<file path="src/rtl/sc_pkg.sv">
// -----------------------------------------------------------------------------
// sc_pkg
// Shared definitions for the stochastic scaled-adder slice:
//   - clogb2       : bits needed to index/count 'value' distinct states
//   - SC_SEL_RR    : select mode, internal round-robin index
//   - SC_SEL_EXT   : select mode, index taken from sel_ext
//   - sc_state_e   : window FSM states (IDLE, RUN)
// -----------------------------------------------------------------------------
package sc_pkg;

  localparam int SC_SEL_RR  = 0;
  localparam int SC_SEL_EXT = 1;

  typedef enum logic {
    SC_IDLE = 1'b0,
    SC_RUN  = 1'b1
  } sc_state_e;

  // ceil(log2(value)), never less than 1 so degenerate sizes stay legal.
  function automatic int clogb2(input int value);
    int v;
    int w;
    v = value - 1;
    w = 0;
    while (v > 0) begin
      w = w + 1;
      v = v >> 1;
    end
    if (w == 0) w = 1;
    return w;
  endfunction

endpackage

</file>
<file path="src/rtl/sc_stream_counter.sv">
// -----------------------------------------------------------------------------
// sc_stream_counter
// Windowed bit/ones counter for a stochastic stream. Counts accepted bits and
// the ones among them; on the WINDOW-th bit it latches the final ones count
// and pulses o_done one cycle later. A clear coincident with an enable makes
// that bit the first of a fresh window.
//   clk, rst_n : clock, asynchronous active-low reset
//   i_clear    : discard the running window
//   i_en       : a bit belonging to the window is accepted this cycle
//   i_bit      : value of that bit
//   o_last     : combinational, this accepted bit completes the window
//   o_done     : registered one-cycle pulse, o_count updated
//   o_count    : ones over the last completed window (held)
// -----------------------------------------------------------------------------
module sc_stream_counter #(
  parameter int WINDOW      = 256,
  parameter int COUNT_WIDTH = 9
) (
  input  logic                   clk,
  input  logic                   rst_n,
  input  logic                   i_clear,
  input  logic                   i_en,
  input  logic                   i_bit,
  output logic                   o_last,
  output logic                   o_done,
  output logic [COUNT_WIDTH-1:0] o_count
);

  logic [COUNT_WIDTH-1:0] r_bits;
  logic [COUNT_WIDTH-1:0] r_ones;
  logic [COUNT_WIDTH-1:0] r_count;
  logic                   r_done;
  logic [COUNT_WIDTH-1:0] w_bits_nxt;
  logic [COUNT_WIDTH-1:0] w_ones_nxt;

  // A clear folds into the same cycle's update so a start+bit is counted.
  always_comb begin
    w_bits_nxt = (i_clear ? '0 : r_bits) + COUNT_WIDTH'(1);
    w_ones_nxt = (i_clear ? '0 : r_ones) + COUNT_WIDTH'(i_bit);
    o_last     = i_en && (w_bits_nxt == COUNT_WIDTH'(WINDOW));
  end

  // Stage p0 -> p1: window accumulation and result latch
  always_ff @(posedge clk or negedge rst_n) begin
    if (!rst_n) begin
      r_bits  <= '0;
      r_ones  <= '0;
      r_count <= '0;
      r_done  <= 1'b0;
    end else begin
      r_done <= o_last;
      if (o_last) begin
        r_bits  <= '0;
        r_ones  <= '0;
        r_count <= w_ones_nxt;
      end else if (i_en) begin
        r_bits <= w_bits_nxt;
        r_ones <= w_ones_nxt;
      end else if (i_clear) begin
        r_bits <= '0;
        r_ones <= '0;
      end
    end
  end

  assign o_done  = r_done;
  assign o_count = r_count;

endmodule

</file>
<file path="src/rtl/sc_nadder_acc.sv">
// -----------------------------------------------------------------------------
// sc_nadder_acc
// Stochastic scaled adder: out = (1/N)*sum(x_i), realised by muxing one input
// stream per accepted cycle, with optional windowed count of the output ones.
//   clk, rst_n : clock, asynchronous active-low reset
//   in_valid   : x / sel_ext valid this cycle (always accepted)
//   x          : one bit of each of the INPUT_STREAMS streams
//   sel_ext    : external stream index (SEL_MODE = SC_SEL_EXT only)
//   start      : begin or restart a conversion window
//   out_bit    : registered scaled-sum stream bit
//   out_valid  : out_bit valid (in_valid delayed one cycle)
//   sum_count  : ones in out_bit over the last completed window
//   sum_valid  : one-cycle pulse when sum_count updates
//   busy       : window in progress
//   sel_err    : sticky, an out-of-range sel_ext was accepted
// -----------------------------------------------------------------------------
module sc_nadder_acc
  import sc_pkg::*;
#(
  parameter int INPUT_STREAMS = 4,
  parameter int SEL_MODE      = SC_SEL_RR,
  parameter int WINDOW        = 256,
  parameter int CONTINUOUS    = 0,
  parameter int SELECT_WIDTH  = clogb2(INPUT_STREAMS),
  parameter int COUNT_WIDTH   = clogb2(WINDOW + 1)
) (
  input  logic                     clk,
  input  logic                     rst_n,
  input  logic                     in_valid,
  input  logic [INPUT_STREAMS-1:0] x,
  input  logic [SELECT_WIDTH-1:0]  sel_ext,
  input  logic                     start,
  output logic                     out_bit,
  output logic                     out_valid,
  output logic [COUNT_WIDTH-1:0]   sum_count,
  output logic                     sum_valid,
  output logic                     busy,
  output logic                     sel_err
);

  sc_state_e               r_state;
  logic [SELECT_WIDTH-1:0] r_idx;
  logic                    r_out_bit_p1;
  logic                    r_out_vld_p1;
  logic                    r_sel_err;

  logic [SELECT_WIDTH-1:0] w_rr_idx;
  logic [SELECT_WIDTH-1:0] w_rr_nxt;
  logic [SELECT_WIDTH-1:0] w_idx;
  logic                    w_in_range;
  logic                    w_bit;
  logic                    w_count_en;
  logic                    w_last;
  logic                    w_unused_sel;

  // In round-robin mode sel_ext carries no information.
  assign w_unused_sel = ^sel_ext;

  // A start restarts round-robin at stream 0 for the bit accepted with it.
  always_comb begin
    w_rr_idx   = start ? '0 : r_idx;
    w_rr_nxt   = (w_rr_idx == SELECT_WIDTH'(INPUT_STREAMS - 1)) ? '0
                 : w_rr_idx + SELECT_WIDTH'(1);
    w_idx      = (SEL_MODE == SC_SEL_EXT) ? sel_ext : w_rr_idx;
    // Extra bit so the compare is valid when N is a power of two.
    w_in_range = ({1'b0, w_idx} < (SELECT_WIDTH + 1)'(INPUT_STREAMS));
    w_bit      = w_in_range ? x[w_idx] : 1'b0;
    w_count_en = in_valid && (start || (r_state == SC_RUN));
  end

  // Stage p0 -> p1: select advance, mux register, error flag
  always_ff @(posedge clk or negedge rst_n) begin
    if (!rst_n) begin
      r_idx        <= '0;
      r_out_bit_p1 <= 1'b0;
      r_out_vld_p1 <= 1'b0;
      r_sel_err    <= 1'b0;
    end else begin
      r_out_vld_p1 <= in_valid;
      if (in_valid) begin
        r_idx        <= w_rr_nxt;
        r_out_bit_p1 <= w_bit;
      end else if (start) begin
        r_idx <= '0;
      end
      if (in_valid && (SEL_MODE == SC_SEL_EXT) && !w_in_range)
        r_sel_err <= 1'b1;
    end
  end

  // Completion wins over start so a one-bit window opened by start still ends.
  always_ff @(posedge clk or negedge rst_n) begin
    if (!rst_n) begin
      r_state <= SC_IDLE;
    end else if (w_last && (CONTINUOUS == 0)) begin
      r_state <= SC_IDLE;
    end else if (start) begin
      r_state <= SC_RUN;
    end
  end

  sc_stream_counter #(
    .WINDOW      (WINDOW),
    .COUNT_WIDTH (COUNT_WIDTH)
  ) u_counter (
    .clk     (clk),
    .rst_n   (rst_n),
    .i_clear (start),
    .i_en    (w_count_en),
    .i_bit   (w_bit),
    .o_last  (w_last),
    .o_done  (sum_valid),
    .o_count (sum_count)
  );

  assign out_bit   = r_out_bit_p1;
  assign out_valid = r_out_vld_p1;
  assign busy      = (r_state == SC_RUN);
  assign sel_err   = r_sel_err;

endmodule
</file>
<file path="config.mk">
export PLATFORM = sky130hd
export DESIGN_NAME = sc_nadder_acc
export DESIGN_NICKNAME = d
export VERILOG_FILES = /design/src/rtl/sc_pkg.sv /design/src/rtl/sc_stream_counter.sv /design/src/rtl/sc_nadder_acc.sv
export SDC_FILE = /design/constraint.sdc
export NUM_CORES = 1
export LEC_CHECK = 0
export ABC_AREA = 1
export BUFFER_PORTS_ARGS = -buffer_cell sky130_fd_sc_hd__buf_2
export CORE_ASPECT_RATIO = 0.8
export CORE_MARGIN = 2
export CORE_UTILIZATION = 50
export CTS_CLUSTER_DIAMETER = 30
export DETAILED_ROUTE_END_ITERATION = 8
export GPL_TIMING_DRIVEN = 0
export PLACE_DENSITY = 0.82
export SYNTH_ARGS = -nofsm -noshare
export SYNTH_HDL_FRONTEND = slang
export SYNTH_SLANG_ARGS = --single-unit
export TNS_END_PERCENT = 100
</file>
<file path="constraint.sdc">
create_clock -name clk -period 2.1 [get_ports clk]
set_input_delay 0.21 -clock clk [delete_from_list [all_inputs] [get_ports clk]]
set_output_delay 0.21 -clock clk [all_outputs]
set_load 0.02 [all_outputs]
</file>
## Word level (Yosys, flattened, before mapping)

Index checks and enable logic that the tools add are counted.
Widths: inputs -> output; s select.

- Add/sub/neg operators: 3
- Order comparisons: 1
- Eq/ne operators: 2
- Muxes and demuxes: 13
- Reductions and logical operators: 4

Operators with widths:

| operator | number |
|---|---|
| $mux 9 | 6 |
| $add 9x1->9 | 1 |
| $add 9x1->9 const B | 1 |
| $eq 9x9->1 const B | 1 |
| $mux 2 | 3 |
| $lt 2x3->1 const B | 1 |
| $mux 1 | 3 |
| $add 2x1->2 const B | 1 |
| $bmux 1 s2 | 1 |
| $eq 2x2->1 const B | 1 |
| $logic_and 1x1->1 | 2 |
| $reduce_bool 2->1 | 1 |
| $logic_or 1x1->1 | 1 |

- Register bits: 33
- Bits of input ports: 10
- Output and inout port bits: 14
- Logic and storage cells: 31

## Depth between registers and ports, before layout

- Depth in word-level cells: 6
- Gate-level depth with buffers: 17
- Mapped depth without buffers: 15

## Hierarchy

From an unflattened synthesis, not the netlist that was laid out.

- Cell total of the unflattened synthesis: 300
- Area, all modules: 2184.6 sq um

By module, submodules not included:

| module | times used | cells each | area an instance (sq um) |
|---|---|---|---|
| sc_stream_counter | 1 | 269 | 1938.1 |
| sc_nadder_acc | 1 | 31 | 246.5 |

## Worst setup path before layout

OpenSTA, ideal clock, no wires.

- Kind: input to register
- From: in start
- To: reg u_counter.r_ones[6]
- Arrival time: 1.767 ns
- Path slack: 0.221 ns
- Cell stages on the path: 16
- Path buffers: 1
- Path through: inv_4 -> buf_4 -> nand2_1 -> inv_1 -> nor2_1 -> o22ai_1 -> ha_1 -> ha_1 -> nand3_1 -> inv_1 -> nand2_1 -> xor2_1 -> nand2_1 -> o21ai_0 -> nand2_1 -> inv_1

- Cells in the longest elaborated chain, start to end: 6
- Elaborated cells between the ends (all ways): 13
- Those cells by class: 2 x add/sub; 1 x eq/ne; 7 x mux; 3 x reduce/logical

RTL lines:

| what | line | RTL |
|---|---|---|
| start: declaration | sc_nadder_acc.sv:32 | `input logic start,` |
| $mux 2 | -- |  |
| $bmux 1 s2 | sc_nadder_acc.sv:67 | `w_bit = w_in_range ? x[w_idx] : 1'b0;` |
| $mux 1 (implied by the code) | sc_nadder_acc.sv:67 |  |
| named net u_counter.i_bit | sc_stream_counter.sv:23 | `input logic i_bit,` |
| $add 9x1->9 | sc_stream_counter.sv:39 | `w_ones_nxt = (i_clear ? '0 : r_ones) + COUNT_WIDTH'(i_bit);` |
| $mux 9 | sc_stream_counter.sv:56 | `end else if (i_en) begin` |
| $mux 9 | sc_stream_counter.sv:52 | `if (o_last) begin` |
| end signal: assignment | sc_stream_counter.sv:58 | `r_ones <= w_ones_nxt;` |
| end: declaration | sc_stream_counter.sv:30 | `logic [COUNT_WIDTH-1:0] r_ones;` |

The timed path passes the listed nets, and every way through them passes these cells. The select of a mux whose other input is x is not followed.
A chain may end at the register's enable or synchronous reset.

## Worst setup path in the final report

- From: reg r_idx[0]
- To: reg u_counter.r_count[8] (netlist: u_counter.o_count[8])

- Cells in the longest elaborated chain, start to end: 4

RTL lines:

| what | line | RTL |
|---|---|---|
| start: declaration | sc_nadder_acc.sv:42 | `logic [SELECT_WIDTH-1:0] r_idx;` |
| start signal: assignment | sc_nadder_acc.sv:81 | `r_idx <= w_rr_nxt;` |
| $mux 2 | -- |  |
| $bmux 1 s2 | sc_nadder_acc.sv:67 |  |
| $mux 1 (implied by the code) | sc_nadder_acc.sv:67 |  |
| named net u_counter.i_bit | sc_stream_counter.sv:23 |  |
| $add 9x1->9 | sc_stream_counter.sv:39 |  |
| end signal: assignment | sc_stream_counter.sv:55 | `r_count <= w_ones_nxt;` |
| end: declaration | sc_stream_counter.sv:31 | `logic [COUNT_WIDTH-1:0] r_count;` |

The timed path passes the listed nets, and every way through them passes these cells. The select of a mux whose other input is x is not followed.

==> run metrics <==
R2R Path Start r_idx[0]; Num CTS Buffers 5; count leader, synth nand2_1; crit path time final 1980 ps; multi-input logic area 938 um^2; vias in the first global route approximately 1,400; Comb power frac 0.160; VDD IR max 374 uV; EDFF count, synth 0; failing checks negative hold slack; DRT iter0 DRCs 149; Int Pwr 0.00101 W; PD cells 600 nW/um^2; Crit path arrival time 2190 ps; Max Fclk 506 MHz; Psw 0.000377 W; H-tree depth 2; CTS sink count 33; WS Path Type flip-flop to flip-flop; Fin Hold WS -21.5 ps; Max-Cap Viols 0; Fillers approximately 330; GRT Max-Usage Layer met2; WL/cell 11.3 um; Primary FF master, synth dfrtp_1; period utilization 0.941; Synth Area in Adders 0.0254; total grt overflow 0; switching part of the total 0.273; total core area 3780 um^2; vias per inst 4.81; final setup vio count 0; HPWL Detailed about 2.8 mm; flop2flop setup slack 120 ps; met1 usage 0.269; largest area contributor in the netlist dfrtp_1; via count ~1,800; initial antenna violation count 0; pin count of the biggest net entering global routing 34; post-synth net total 295; mux share of post-synthesis cell area 0; Worst path max stage delay 390 ps; FF+latch area 826 um^2; Ys Warns 1; Hold Buf Count CTS 0; drt total wl slightly above 4 mm; M2 GR Usage 0.291; run status complete, but fails checks; setup TNS 0 ps; Yosys cell types 28; TritonCTS clock tree done; die area 4460 um^2; xor/xnor cell area share of the yosys netlist 0.0222; CTS Buffer Depth 2; DRT Pass-1 Iters 4; share of the synthesized area in the top cell type 0.419; Yosys reg bits 33; slowest stage cell, crit path dfrtp_1; Startpoint Class flip-flop; worst skew pair latency 280 ps; die height approximately 60 um; clock share of power 0.344; share of layout cells above drive strength 1 0.181; Slew Limit Fails 0; layout net count 323; Reg clk slew, reported paths about 70 ps; Antenna Nets Post-Route 0; Final Instance Count excl. Fillers 364; Overall Global Routing Usage 0.191; Worst setup EP type flip-flop; simple-gate share of the synthesized area 0.333; Cells after Synth approximately 280; port buffer count 20; compound-gate portion of the synthesized area 0.0629; dpl cell area 2140 um^2; R2R Path End u_counter.o_count[8]; DRC errors left 0; Slew headroom 0.519; Sequential Power Share 0.496; root buffer cell clkbuf_8; Rows 20; Placer Congestion 0.815; syn_area_per_cell 7.01 um^2; Final Hold Fails 26; Area growth, synth to finish 17.0%; FF-to-FF path depth 10; # IOs 24; Tightest Hold Check Type primary input to asynchronous set/reset pin; Seq/Total Area, Yosys 0.419; Critical Path RT 2320 ps; met3 global-route usage 0.0472; Area contributors post-synth dfrtp_1 (42%), nand2_1 (18%), inv_1 (9.7%); Die Width 74.2 um; starting density of the core 0.522; first-pass GRT wire length about 6.4 mm; Cell Area, Synth 1970 um^2; Worst-Margin Slew 721 ps; Ant. Diodes 0; Critical Path Fanout Max 4; Clock Skew between 6 and 7 ps; CP cell instances nand2_2 -> o22ai_1 -> o22ai_2 -> ha_2 -> ha_4 -> nand3_2 -> nor2_1 -> xnor2_1 -> nand4_1 -> nand2_1; leak pwr 1.32 nW; Async S/R FF share, synth 1.00; Final Cell Area roughly 2300 um^2; placed cells around 360; main combinational cell family by area after synthesis simple AND/OR/NAND/NOR gates; Commonest cells post-synth nand2_1 (97), inv_1 (51), dfrtp_1 (33)
[cell usage in the layout, fill, tap and decap left out, drive strengths merged]
cell,n
conb,1
inv,52
nor3,2
o22ai,3
buf,28
ha,4
nor2,26
nand3,11
o21a,1
nand3b,3
dfrtp,33
a22oi,1
a21oi,3
xnor2,1
clkbuf,11
or2,1
nand4,10
nand2,99
xor2,4
o21ai,15
[kinds of logic after synthesis]
logic type | Yosys count
and+or+nand+nor | 152
buffers and inverters | 63
DFF | 33
AOI/OAI and AO/OA | 23
xor gates and xnor gates | 5
adders and majority gates | 4
other | 1
[routing by layer]
layer	vias up	part of all wire
li1	912	-
met1	792	0.48
met2	42	0.46
met3	4	0.047
met4	0	0.0083
met5	-	0
[critical path: cells and delay by family, from the launching register on]
family | cells | cell delay [ps]
DFF | 1 | 390
xor gates and xnor gates | 1 | 180
adders and majority gates | 2 | 400
and+or+nand+nor | 5 | 570
AOI/OAI and AO/OA | 2 | 360
[power by group through the flow]
stage	combinational, W	clock (W)	sequential [W]
after floorplan	0.000133	0	0.000699
after global placement	0.000188	0	0.000696
after detailed placement	0.000194	0	0.000697
after CTS	0.000201	0.000487	0.000685
after global routing	0.000251	0.000513	0.000690
final	0.000221	0.000476	0.000686
[how the worst max path moves through the flow]
stage	start	to	slack [ps]	depth (start not counted)
2_1_floorplan	start	u_counter.r_ones[6]	220	16
3_3_place_gp	start	u_counter.r_ones[6]	-350	17
3_5_place_dp	start	u_counter.r_ones[6]	-350	17
4_1_cts	start	u_counter.r_ones[6]	20	17
5_1_grt	u_counter.r_bits[1]	u_counter.o_count[6]	-7	15
6_report	r_idx[0]	u_counter.o_count[8]	120	10
[final cells by class]
cell class                      instances  share of cell area
Sequential cell                        33               0.358
Clock buffer                            7              0.0374
Tap cell                               55              0.0298
Buffer                                 11              0.0331
Inverter                               52              0.0868
Multi-Input combinational cell        185               0.407
Timing Repair Buffer                   21              0.0477
[sequential cells by signal, summed over array words and instances (netlist names)]
register	count
busy	1
u_counter.o_count	9
u_counter.o_done	1
r_idx	2
u_counter.r_bits	9
u_counter.r_ones	9
out_valid	1
out_bit	1
[what timing repair did]
item / 4_1_cts / 5_1_grt
gates cloned: 0 / 0
pin swaps: 0 / 5
buffers inserted: 0 / 1
setup endpoints to repair: 5 / 23
gates resized for setup: 1 / 18
[per-stage QoR]
stage / util / setup WS (ps) / power, W
global route: 0.610 / -7.31 / 0.00145
CTS: 0.591 / 24.4 / 0.00137
global placement: 0.566 / -349 / 0.000884
detailed placement: 0.566 / -350 / 0.000891
floorplan: - / 221 / 0.000832
finish: 0.610 / 124 / 0.00138
Power figures use the tool's default switching activity.
